`src/rtl/shift_seq_pkg.sv`:
```
// Shared types and constants for the 16-bit multi-cycle shift/rotate sequencer.
// Optional zero-bubble back-to-back issue is enabled with SHIFT_SEQ_B2B_EN (see shift_sequencer).
package shift_seq_pkg;

    localparam int N        = 16;
    localparam int CW       = 6;
    localparam int SW       = 4;
    localparam int STEP_MAX = 15;

    typedef enum logic [1:0] {
        OP_ROL = 2'b00,
        OP_SLL = 2'b01,
        OP_ROR = 2'b10,
        OP_SRA = 2'b11
    } op_e;

    typedef enum logic [1:0] {
        ST_IDLE  = 2'b00,
        ST_SHIFT = 2'b01,
        ST_DONE  = 2'b10
    } state_e;

    // Largest step the single shift stage can apply this cycle.
    function automatic logic [SW-1:0] step_of(input logic [CW-1:0] rem);
        if (rem > CW'(STEP_MAX)) begin
            return SW'(STEP_MAX);
        end
        return rem[SW-1:0];
    endfunction

endpackage

```
`src/rtl/shift_sequencer_stage.sv`:
```
// Combinational single-step shifter: 16-bit data, 0..15 positions, ROL/SLL/ROR/SRA.
module shift_stage
    import shift_seq_pkg::*;
(
    input  logic [N-1:0]  data_i,
    input  op_e           op_i,
    input  logic [SW-1:0] cnt_i,
    output logic [N-1:0]  data_o
);

    logic [4:0]          inv_cnt;
    logic signed [N-1:0] data_s;

    // For cnt_i == 0 the complementary shift is by 16, which yields zero.
    assign inv_cnt = 5'd16 - {1'b0, cnt_i};
    assign data_s  = data_i;

    always_comb begin
        data_o = data_i;
        case (op_i)
            OP_ROL:  data_o = (data_i << cnt_i) | (data_i >> inv_cnt);
            OP_SLL:  data_o = data_i << cnt_i;
            OP_ROR:  data_o = (data_i >> cnt_i) | (data_i << inv_cnt);
            OP_SRA:  data_o = $unsigned(data_s >>> cnt_i);
            default: data_o = data_i;
        endcase
    end

endmodule

```
`src/rtl/shift_sequencer.sv`:
```
// Multi-cycle shift/rotate sequencer: applies a 0..63 count as steps of at most 15.
// Define SHIFT_SEQ_B2B_EN to accept a new request in the DONE handshake cycle (zero bubble).
module shift_sequencer
    import shift_seq_pkg::*;
(
    input  logic          clk,
    input  logic          rst,
    input  logic          in_valid,
    output logic          in_ready,
    input  logic [N-1:0]  in_data,
    input  logic [CW-1:0] in_cnt,
    input  logic [1:0]    in_op,
    output logic          out_valid,
    input  logic          out_ready,
    output logic [N-1:0]  out_data,
    output logic          busy,
    output state_e        dbg_state
);

    state_e        state_q, state_d;
    logic [N-1:0]  data_q, data_d;
    logic [CW-1:0] rem_q, rem_d;
    op_e           op_q, op_d;

    logic [SW-1:0] step;
    logic [N-1:0]  stage_out;

    assign step      = step_of(rem_q);
    assign dbg_state = state_q;

    shift_stage u_stage (
        .data_i (data_q),
        .op_i   (op_q),
        .cnt_i  (step),
        .data_o (stage_out)
    );

    always_ff @(posedge clk or posedge rst) begin
        if (rst) begin
            state_q <= ST_IDLE;
            data_q  <= '0;
            rem_q   <= '0;
            op_q    <= OP_ROL;
        end else begin
            state_q <= state_d;
            data_q  <= data_d;
            rem_q   <= rem_d;
            op_q    <= op_d;
        end
    end

    always_comb begin
        state_d   = state_q;
        data_d    = data_q;
        rem_d     = rem_q;
        op_d      = op_q;
        in_ready  = 1'b0;
        out_valid = 1'b0;
        out_data  = '0;
        busy      = 1'b0;

        case (state_q)
            ST_IDLE: begin
                in_ready = 1'b1;
                if (in_valid) begin
                    data_d  = in_data;
                    op_d    = op_e'(in_op);
                    rem_d   = in_cnt;
                    state_d = (in_cnt == '0) ? ST_DONE : ST_SHIFT;
                end
            end
            ST_SHIFT: begin
                busy   = 1'b1;
                data_d = stage_out;
                rem_d  = rem_q - {{(CW-SW){1'b0}}, step};
                if (rem_d == '0) begin
                    state_d = ST_DONE;
                end
            end
            ST_DONE: begin
                busy      = 1'b1;
                out_valid = 1'b1;
                out_data  = data_q;
                if (out_ready) begin
                    state_d = ST_IDLE;
`ifdef SHIFT_SEQ_B2B_EN
                    // Result leaves and the next request enters on the same edge.
                    in_ready = 1'b1;
                    if (in_valid) begin
                        data_d  = in_data;
                        op_d    = op_e'(in_op);
                        rem_d   = in_cnt;
                        state_d = (in_cnt == '0) ? ST_DONE : ST_SHIFT;
                    end
`else
                    in_ready = 1'b0;
`endif
                end
            end
            default: begin
                state_d = ST_IDLE;
            end
        endcase
    end

endmodule
```
`config.mk`:
```
export PLATFORM = sky130hd
export DESIGN_NAME = shift_sequencer
export DESIGN_NICKNAME = d
export VERILOG_FILES = /design/src/rtl/shift_seq_pkg.sv /design/src/rtl/shift_sequencer_stage.sv /design/src/rtl/shift_sequencer.sv
export SDC_FILE = /design/constraint.sdc
export NUM_CORES = 1
export LEC_CHECK = 0
export CORE_AREA = 2 2 94 96
export DETAILED_ROUTE_END_ITERATION = 6
export DIE_AREA = 0 0 96 98
export MAX_ROUTING_LAYER = met4
export PLACE_DENSITY_LB_ADDON = 0.08
export SLEW_MARGIN = 20
export SYNTH_ARGS = -nofsm -noshare
export SYNTH_HDL_FRONTEND = slang
export SYNTH_HIERARCHICAL = 1
export SYNTH_SLANG_ARGS = --single-unit
```
`constraint.sdc`:
```
create_clock -name clk -period 4.05 [get_ports clk]
set_input_delay 0.81 -clock clk [delete_from_list [all_inputs] [get_ports clk]]
set_output_delay 0.81 -clock clk [all_outputs]
set_load 0.005 [all_outputs]
```
Word-level counts from Yosys, hierarchy flattened
Cells that the tools add are included.

Flip-flop bits (word level): 26. Latch bits: 0. Bits in writable memories: 0. Bits in read-only memories: 0. Input port bits: 28. Output and inout bits: 21. Logic and storage cells: 48. Memories: 0.

Add/sub/neg operators: 2. Multipliers: 0. Div/mod/pow operators: 0. $lt $le $gt $ge: 1. Equal/unequal tests: 8. Shifts and indexed selects: 5. Mux-type cells: 17. Bitwise operators: 2. Reductions and logical operators: 9.

Operators with widths (number): $pmux 16 s4 (1); $mux 16 (2); $or 16x16->16 (2); $pmux 16 s2 (1); $shl 16x4->16 (1); $shl 16x5->16 (1); $shr 16x4->16 (1); $shr 16x5->16 (1); $sshr 16x4->16 (1); $logic_not 6->1 (2); $pmux 6 s2 (1); $mux 2 (4); $mux 4 (2); $eq 2x2->1 const B (3); $gt 6x4->1 const B (1); $mux 6 (1); $ne 2x2->1 const B (3); $pmux 2 s3 (1); $sub 6x4->6 (1); $sub 5x4->5 const A (1); $eq 2x1->1 const B (2); $logic_not 2->1 (2); $mux 1 (4); $reduce_and 2->1 (2); 3 further kinds (3).

Logic depth before layout (Yosys ltp)
Gate-level depths: netlist of the first run.

Word-level depth: 8. Gate-level depth with buffers: 18. Gate-level depth less buffers: 11.

Cells and area by module
Netlist of the first run, hierarchy kept.

By module, submodules not included: shift_stage (instances 1, cells an instance 441, area each 3353.2 um^2, sequential area each 0.0 um^2); shift_sequencer (instances 1, cells an instance 170, area each 1564.0 um^2, sequential area each 650.6 um^2).

Worst setup path before layout of the first run
Ideal clock, no wire load.

Path type: reg-to-reg. Start: register rem_q[5]. End: register data_q[2]. Library setup time: 83 ps. Arrival: 3201 ps. Required time: 3967 ps. Path slack: 766 ps. Stages on the path, launching flop included: 19. Buffers on the path: 7. Period minus slack after synthesis: 3284 ps. Cells stage by stage: dfrtp_1 > buf_2 > or3_1 > buf_6 > buf_12 > inv_1 > buf_4 > ha_1 > buf_4 > inv_1 > buf_4 > buf_4 > mux2i_1 > nor2_1 > o32ai_1 > a21oi_1 > o21ai_0 > mux2i_1 > o21ai_0.

Longest elaborated chain between the ends: 8. Elaborated cells on any way between the ends: 13. Those cells by class: add/sub: 1; order compare: 1; shift: 5; mux: 4; bitwise: 2.

RTL lines: start: declaration (line shift_sequencer.sv:22) `logic [CW-1:0] rem_q, rem_d;`; start signal: assignment (line shift_sequencer.sv:47) `rem_q <= rem_d;`; $gt 6x4->1 (*) (line shift_seq_pkg.sv:25) `if (rem > CW'(STEP_MAX)) begin`; $mux 1 (*) (line shift_seq_pkg.sv:25); $mux 4 (*) (line shift_seq_pkg.sv:28) `return rem[SW-1:0];`; via step[0] (line shift_sequencer.sv:25) `logic [SW-1:0] step;`; $sub 5x4->5 (line shift_sequencer_stage.sv:15) `assign inv_cnt = 5'd16 - {1'b0, cnt_i};`; $shl 16x5->16 or $shr 16x5->16 (tied branches) (line shift_sequencer_stage.sv:23, shift_sequencer_stage.sv:21); $or 16x16->16, on equally long branches (line shift_sequencer_stage.sv:23, shift_sequencer_stage.sv:21); $pmux 16 s4 (*) (line shift_sequencer_stage.sv:20) `case (op_i)`; via stage_out[2] (line shift_sequencer.sv:26) `logic [N-1:0] stage_out;`; $pmux 16 s2 (*) (line shift_sequencer.sv:62) `case (state_q)`; end signal: assignment (line shift_sequencer.sv:46) `data_q <= data_d;`; end: declaration (line shift_sequencer.sv:21) `logic [N-1:0] data_q, data_d;`.

The timed path passes the listed nets; every way through them passes the cells marked *. A chain may end at the register's enable or synchronous reset.

Worst setup path in the final report of the first run
Start: register rem_q[4]. End: register data_q[3].

Same word-level chain as after synthesis.

==> results of run 1 <==
-- how the worst min path moves through the flow --
stage	from	to	slack, ns	cells past startpoint
2_1_floorplan	data_q[13]	data_q[13]	0.46	2
3_3_place_gp	rem_q[1]	rem_q[1]	0.55	2
6_report	dbg_state[1]	dbg_state[1]	0.59	1
4_1_cts	dbg_state[1]	dbg_state[1]	0.59	1
3_5_place_dp	dbg_state[1]	dbg_state[1]	0.56	1
5_1_grt	dbg_state[1]	dbg_state[1]	0.62	1
-- through the flow --
step                      cells   util  setup WS [ns]  cell area, um2  hold slack, ns
final                       722  0.634          0.497            5370           0.586
after floorplan             611      -          0.766            4920           0.460
after detailed placement    718  0.626          0.601            5300           0.561
after global placement      718  0.626          0.656            5300           0.553
after global routing        722  0.634          0.313            5370           0.624
after CTS                   722  0.634          0.577            5370           0.588
-- critical path, stage by stage (launching register included) --
cell,delay [ns]
dfrtp_1,0.50
or3_2,0.46
inv_1,0.26
ha_1,0.44
xor2_4,0.39
a211oi_1,0.15
a31oi_1,0.40
o32ai_1,0.18
a221o_1,0.39
mux2i_1,0.16
o21ai_0,0.10
-- layout by cell type (no fill, tap or decap), types with 18 or more instances in the layout --
cell / netlist / routed
dfrtp_1: 26 / 26
nand2_1: 47 / 46
mux2_2: 21 / 21
mux2i_1: 80 / 80
buf_4: 10 / 18
nor2_1: 63 / 63
a21oi_1: 39 / 39
mux4_2: 20 / 20
clkdlybuf4s50_1: 0 / 48
o21ai_0: 50 / 50
-- per-layer routing --
layer  global-route usage  up-vias
met3               0.0733       68
met2                0.559      356
met5                    -        -
met4                0.169        0
li1                     -     2286
met1                0.553     2467
-- cell families after synthesis --
group | count (synthesis) | synth area share
muxes | 128 | 0.335
and+or+nand+nor | 192 | 0.185
DFF | 26 | 0.132
buffers and inverters | 83 | 0.0929
AOI/OAI and AO/OA | 172 | 0.230
xor gates and xnor gates | 5 | 0.0127
adders and majority gates | 5 | 0.0127
-- cell type report --
| class | count | area (um2) | share of cell area |
|---|---|---|---|
| clock buffers | 3 | 41.3 | 0.00769 |
| clock inverters | 1 | 30.0 | 0.00559 |
| inverters | 15 | 56.3 | 0.0105 |
| multi-input cells | 502 | 3820 | 0.711 |
| flip-flops and latches | 26 | 651 | 0.121 |
| well taps | 108 | 135 | 0.0252 |
| repair buffers | 67 | 636 | 0.118 |
-- registers in the layout, indices dropped and copies added (netlist names) --
register,cells
rem_q,6
data_q,16
op_q,2
dbg_state,2
==> summary.txt, run 1 <==
Setup path
  • WP data arrival: 3.72 ns
  • Worst setup EP type: register
  • Worst path required time: 4.22 ns
  • Startpoint types: register
  • Flop-to-flop setup slack: 0.50 ns
  • Critical path destination: data_q[3]
  • CP Max Fanout: 14
  • Reg-to-reg startpoint: rem_q[4]
  • WS Path Type: register to register
  • RR Endpoint: data_q[3]
  • Crit path from: rem_q[4]
  • Worst R2R Path Depth: 10

Synth
  • #FFs+latches synth: 26
  • Top cells by count, synth: mux2i_1, nor2_1, o21ai_0, nand2_1, a21oi_1
  • Yosys top cell area share: 0.163
  • Share of the yosys chip area belonging to registers: 0.132
  • Top area cells in the synthesized netlist: mux2i_1, dfrtp_1, mux4_2, o21ai_0, mux2_2
  • Synth unique cells: 70
  • Synth Instances: 611
  • Fraction of registers with async set/reset: 1.00
  • Mapped Area: 4920 um2
  • Yosys warnings: 6
  • Main synth FF type: dfrtp_1
  • EDFF count, synth: 0
  • Syn Area/Cell: 8.05 um2
  • Most numerous cell in the Yosys netlist: mux2i_1
  • Syn_nets: 644
  • Synth area leader: mux2i_1

Global routing
  • Total global-route track usage: 0.396
  • Antenna violations before repair: 0
  • Largest net degree at the start of global routing: 64
  • Vias in the first global route: 4854
  • Gr ovfl total: 0
  • First-pass GRT wire length: 27800 um

Routing
  • Drt total wl: 17700 um
  • Antenna viol nets, final: 0
  • # DRC: 0
  • Vias: 5177
  • Top Layer Used: met4
  • Pre-Repair DR Iteration Count: 5
  • Vias per std cell: 7.17
  • Met2 wire len: 7770 um
  • Starting DRT DRC Count: 629
  • Met1 wire length: 7270 um
  • WL/cell: 24.6 um
  • WL met3: 1840 um

Die
  • Initial Utilization: 0.581
  • # IOs: 49
  • Die H: 98 um
  • Num rows: 34
  • Die area: 9410 um2
  • Die Width: 96 um
  • Core area: 8470 um2

Placement
  • PortBufs: 48
  • Global placer's final weighted congestion: 1.08
  • Detailed Place HPWL: 12600 um

CTS
  • H-Tree Depth: 1
  • CTS Hold Bufs: 0
  • Root Driver: clkbuf_8
  • Clock Latency Late Sink: 0.29 ns
  • Clock Path Buffers: 2
  • Setup bufs post-CTS: 0
  • # resized after CTS: 0
  • Clock slew at reported path FFs: 0.11 ns
  • TritonCTS Sinks: 26
  • Clock buffer count from CTS: 3
  • CTS tree: built

Finish
  • Area added between synthesis and finish: 9.19%
  • Antenna diodes: 0
  • Fillers: 745
  • Layout cell share with drive strength beyond 1: 0.143
  • NumNets Final: 648

STA
  • Crit share post-route: 0.877
  • Relative slew slack: 0.420
  • Slew Viols, Final: 0
  • Final Hold Fails: 0
  • FMAX: 0.281 GHz
  • Post-layout min period: 3.55 ns
  • Unrepaired setup endpoints after global routing: false
  • Post-Route Skew: 0.00868 ns
  • Least-Margin Pin Slew: 0.866 ns
  • TNS Setup: 0 ns
  • Setup violators final: 0

Worst hold path
  • HP Class: register to register

Flow run
  • Max Cap Viol: 0

Outcome
  • Status: finished, final reports clean
Power of run 1 is not shown: default switching activity piles up to over one toggle a cycle in this logic, so the estimate is an artifact.
==> run 2: changes to the inputs <==
--- a/config.mk
+++ b/config.mk
@@ -5,9 +5,11 @@
 export SDC_FILE = /design/constraint.sdc
 export NUM_CORES = 1
 export LEC_CHECK = 0
-export CORE_AREA = 2 2 94 96
+export CELL_PAD_IN_SITES_DETAIL_PLACEMENT = 0
+export CELL_PAD_IN_SITES_GLOBAL_PLACEMENT = 1
+export CORE_AREA = 2 2 108 110
 export DETAILED_ROUTE_END_ITERATION = 6
-export DIE_AREA = 0 0 96 98
+export DIE_AREA = 0 0 110 112
 export MAX_ROUTING_LAYER = met4
 export PLACE_DENSITY_LB_ADDON = 0.08
 export SLEW_MARGIN = 20
==> summary.txt, run 2 (synthesized netlist as in run 1, its figures left out) <==
Setup path
  • Startpoint types: register
  • CP Max Fanout: 10
  • Worst path required time: 4.19 ns
  • WS Path Type: register to register
  • WP data arrival: 3.65 ns
  • Worst setup EP type: register

Die
  • # IOs: 49
  • Num rows: 39
  • Die H: 112 um
  • Die area: 12300 um2
  • Die Width: 110 um
  • Core area: 11200 um2
  • Initial Utilization: 0.440

Finish
  • Max reg flops: 16
  • Largest reg by FF count: data_q
  • NumNets Final: 654
  • Antenna diodes: 0
  • Area added between synthesis and finish: 11.7%
  • Non-Filler Instances: 763
  • Commonest cells after routing, fill and taps aside: mux2i_1, nor2_1, o21ai_0
  • Layout cell share with drive strength beyond 1: 0.152
  • Top Registers: data_q (16), rem_q (6)
  • Most common cell after layout, fill and taps aside: mux2i_1

STA
  • Final Hold Fails: 0
  • Slew Viols, Final: 0
  • Unrepaired setup endpoints after global routing: false
  • FMAX: 0.285 GHz
  • Final setup margin: 0.541 ns
  • Setup violators final: 0
  • Post-layout min period: 3.51 ns
  • Crit share post-route: 0.866
  • Least-Margin Pin Slew: 0.738 ns
  • Post-Route Skew: 0.00581 ns
  • TNS Setup: 0 ns
  • Relative slew slack: 0.506

Global routing
  • Gr ovfl total: 0
  • Total global-route track usage: 0.327
  • Vias in the first global route: 4942
  • First-pass GRT wire length: 29800 um
  • Largest net degree at the start of global routing: 64
  • Antenna violations before repair: 0

Routing
  • Antenna viol nets, final: 0
  • # DRC: 0
  • Starting DRT DRC Count: 561
  • Pre-Repair DR Iteration Count: 5
  • Drt total wl: 19000 um
  • Vias per std cell: 6.72
  • WL/cell: 24.8 um
  • Vias: 5124

Placement
  • PortBufs: 48
  • Setup WS pre-CTS: 0.662 ns
  • Placed Cells: 759
  • Global placer's final weighted congestion: 1.04
  • Detailed Place HPWL: 13600 um

CTS
  • Clock Latency Late Sink: 0.27 ns
  • CTS Hold Bufs: 0
  • # resized after CTS: 0
  • H-Tree Depth: 1
  • TritonCTS Sinks: 26
  • Clock Path Buffers: 2
  • Clock buffer count from CTS: 3
  • CTS tree: built
  • Root Driver: clkbuf_16
  • Setup bufs post-CTS: 0
  • Clock slew at reported path FFs: 0.08 ns

Worst hold path
  • HP Class: register to register

Outcome
  • Status: finished, final reports clean

Flow run
  • Max Cap Viol: 0
## run 2: cell count changes in the layout (fill, tap and decap cells not counted)
cell and change:
buf_4 +6, clkbuf_16 +3, clkbuf_8 -3
## run 2: critical path, cell delays in order (launching register included)
cell      delay, ns
dfrtp_1        0.48
or3_2          0.49
inv_1          0.10
ha_1           0.26
inv_1          0.37
buf_4          0.25
mux2i_1        0.42
mux2_2         0.26
o22ai_1        0.08
a221oi_1       0.32
nor2_1         0.13
mux2i_1        0.14
o21ai_0        0.08
## run 2: area by class of cell
class / instances / area, um2
clock buffer: 3 / 75.1
clock inverter: 1 / 30.0
fill: 1120 / 5680
inverter: 15 / 56.3
multi-input combinational: 502 / 3820
sequential: 26 / 651
tap: 143 / 179
timing repair buffer: 73 / 681
## run 2: routing by layer
metal / part of all wire / global-route usage / vias up
li1: - / - / 2299
met1: 0.42 / 0.457 / 2495
met2: 0.46 / 0.476 / 288
met3: 0.086 / 0.0468 / 42
met4: 0.038 / 0.122 / 0
met5: 0 / - / -
## run 2: path summary, 6_finish.rpt
| check | startpoint | to | slack (ns) | cells after the start |
|---|---|---|---|---|
| worst min register to register | dbg_state[1] | dbg_state[1] | 0.57 | 1 |
| worst max register to register | rem_q[5] | data_q[7] | 0.54 | 12 |
| max in group asynchronous | rst | data_q[9] | 2.71 | 2 |
| worst max-delay path | rem_q[5] | data_q[7] | 0.54 | 12 |
| worst min-delay path | dbg_state[1] | dbg_state[1] | 0.57 | 1 |
| min in group asynchronous | rst | data_q[6] | 0.94 | 2 |
## run 2: through the flow
stage	hold WS, ns	area (um2)	utilization
finish	0.572	5490	0.491
global route	0.632	5490	0.491
CTS	0.587	5490	0.491
detailed placement	0.555	5390	0.482
global placement	0.563	5390	0.482
floorplan	0.460	4920	-
Power of run 2 is left out for the same reason.
==> run 3: changes to the inputs <==
--- a/config.mk
+++ b/config.mk
@@ -12,6 +12,8 @@
 export DIE_AREA = 0 0 110 112
 export MAX_ROUTING_LAYER = met4
 export PLACE_DENSITY_LB_ADDON = 0.08
+export RECOVER_POWER = 100
+export SETUP_SLACK_MARGIN = 0.05
 export SLEW_MARGIN = 20
 export SYNTH_ARGS = -nofsm -noshare
 export SYNTH_HDL_FRONTEND = slang
==> summary.txt, run 3 (synthesized netlist as in run 1, its figures left out) <==
Die
  • Die Width: 110 um
  • Die area: 12300 um2
  • Core area: 11200 um2
  • Num rows: 39
  • Initial Utilization: 0.440
  • # IOs: 49
  • Die H: 112 um

Finish
  • Layout cell share with drive strength beyond 1: 0.144
  • Reg area: 651 um2
  • Commonest cells after routing, fill and taps aside: mux2i_1, nor2_1, o21ai_0
  • Max reg flops: 16
  • Largest reg by FF count: data_q
  • Antenna diodes: 0
  • NumNets Final: 654
  • Multi-input gate area: 3810 um2
  • Top Registers: data_q (16), rem_q (6)
  • Non-Filler Instances: 763
  • Fillers: 1123
  • Most common cell after layout, fill and taps aside: mux2i_1
  • Area added between synthesis and finish: 11.4%

Placement
  • PortBufs: 48
  • Setup WS pre-CTS: 0.662 ns
  • Detailed Place HPWL: 13600 um
  • Global placer's final weighted congestion: 1.04
  • Placed Cells: 759

STA
  • Final Hold Fails: 0
  • Post-layout min period: 3.57 ns
  • TNS Setup: 0 ns
  • Unrepaired setup endpoints after global routing: false
  • FMAX: 0.280 GHz
  • Relative slew slack: -0.203
  • Setup violators final: 0
  • Least-Margin Pin Slew: 1.80 ns
  • Final setup margin: 0.481 ns
  • Slew Viols, Final: 29
  • Post-Route Skew: 0.00418 ns
  • Crit share post-route: 0.881

CTS
  • # resized after CTS: 0
  • CTS Hold Bufs: 0
  • CTS tree: built
  • Clock slew at reported path FFs: 0.08 ns
  • H-Tree Depth: 1
  • Clock Latency Late Sink: 0.27 ns
  • Clock Path Buffers: 2
  • TritonCTS Sinks: 26
  • Root Driver: clkbuf_16
  • Clock buffer count from CTS: 3
  • Setup bufs post-CTS: 0

Setup path
  • Worst setup EP type: register
  • CP max-delay cell: or3_2
  • WP data arrival: 3.75 ns
  • Worst path required time: 4.23 ns
  • Cell Chain, Critical Path: or3_2, inv_1, ha_1, inv_1, buf_4, buf_4, mux2i_1, nor2_1, nor3_1, nor3_1, o21ai_0, mux2i_1, o21ai_0
  • Startpoint types: register
  • WS Path Type: register to register
  • Critical Path Max Stage Delay: 0.49 ns
  • CP Max Fanout: 10

Routing
  • Pre-Repair DR Iteration Count: 5
  • WL/cell: 25.0 um
  • Starting DRT DRC Count: 544
  • Vias: 5135
  • Antenna viol nets, final: 0
  • # DRC: 0
  • Drt total wl: 19100 um
  • Vias per std cell: 6.73

Global routing
  • Gr ovfl total: 0
  • Antenna violations before repair: 0
  • Total global-route track usage: 0.327
  • Vias in the first global route: 4942
  • First-pass GRT wire length: 29800 um
  • Largest net degree at the start of global routing: 64

Flow run
  • Max Cap Viol: 1

Outcome
  • Violated checks: max-capacitance violations, max-slew violations
  • Status: complete, but fails checks

Worst hold path
  • HP Class: register to register
## run 3: changes by cell type in the layout (fill, tap and decap cells not counted), sizes merged
| cell | change |
|---|---|
| buf | -2 |
| clkdlybuf4s50 | -16 |
| clkbuf | +2 |
| dlygate4sd3 | +16 |
## run 3: final timing paths
path | from | slack [ns] | to | cells after the start
worst max-delay path | rem_q[5] | 0.48 | data_q[6] | 13
worst min-delay path | dbg_state[1] | 0.57 | dbg_state[1] | 1
worst max register to register | rem_q[5] | 0.48 | data_q[6] | 13
worst min register to register | dbg_state[1] | 0.57 | dbg_state[1] | 1
max in group asynchronous | rst | 2.10 | data_q[14] | 2
min in group asynchronous | rst | 1.27 | data_q[6] | 2
## run 3: final cells by class
class | count | area share
multi-input cells | 502 | 0.696
clock inverters | 1 | 0.00548
well taps | 143 | 0.0327
clock buffers | 3 | 0.0137
flip-flops and latches | 26 | 0.119
repair buffers | 73 | 0.123
inverters | 15 | 0.0103
## run 3: worst max-delay path: cells and delay by family, from the launching register on
kind | cells | cell delay (ns)
buf+inv | 4 | 0.90
fa+ha+maj | 1 | 0.25
flops | 1 | 0.48
simple gates | 4 | 0.85
compound gates | 2 | 0.61
mux | 2 | 0.37
## run 3: metal layers
metal,vias to the layer above,part of all wire,global-route usage
li1,2293,-,-
met4,0,0.042,0.122
met2,295,0.45,0.476
met5,-,0,-
met3,50,0.080,0.0468
met1,2497,0.43,0.457
## run 3: stage by stage
stage	util	hold WS, ns	area [um2]
floorplan	-	0.460	4920
global placement	0.482	0.563	5390
detailed placement	0.482	0.555	5390
CTS	0.491	0.587	5490
global route	0.490	0.628	5480
finish	0.490	0.566	5480
Power of run 3 is left out for the same reason.
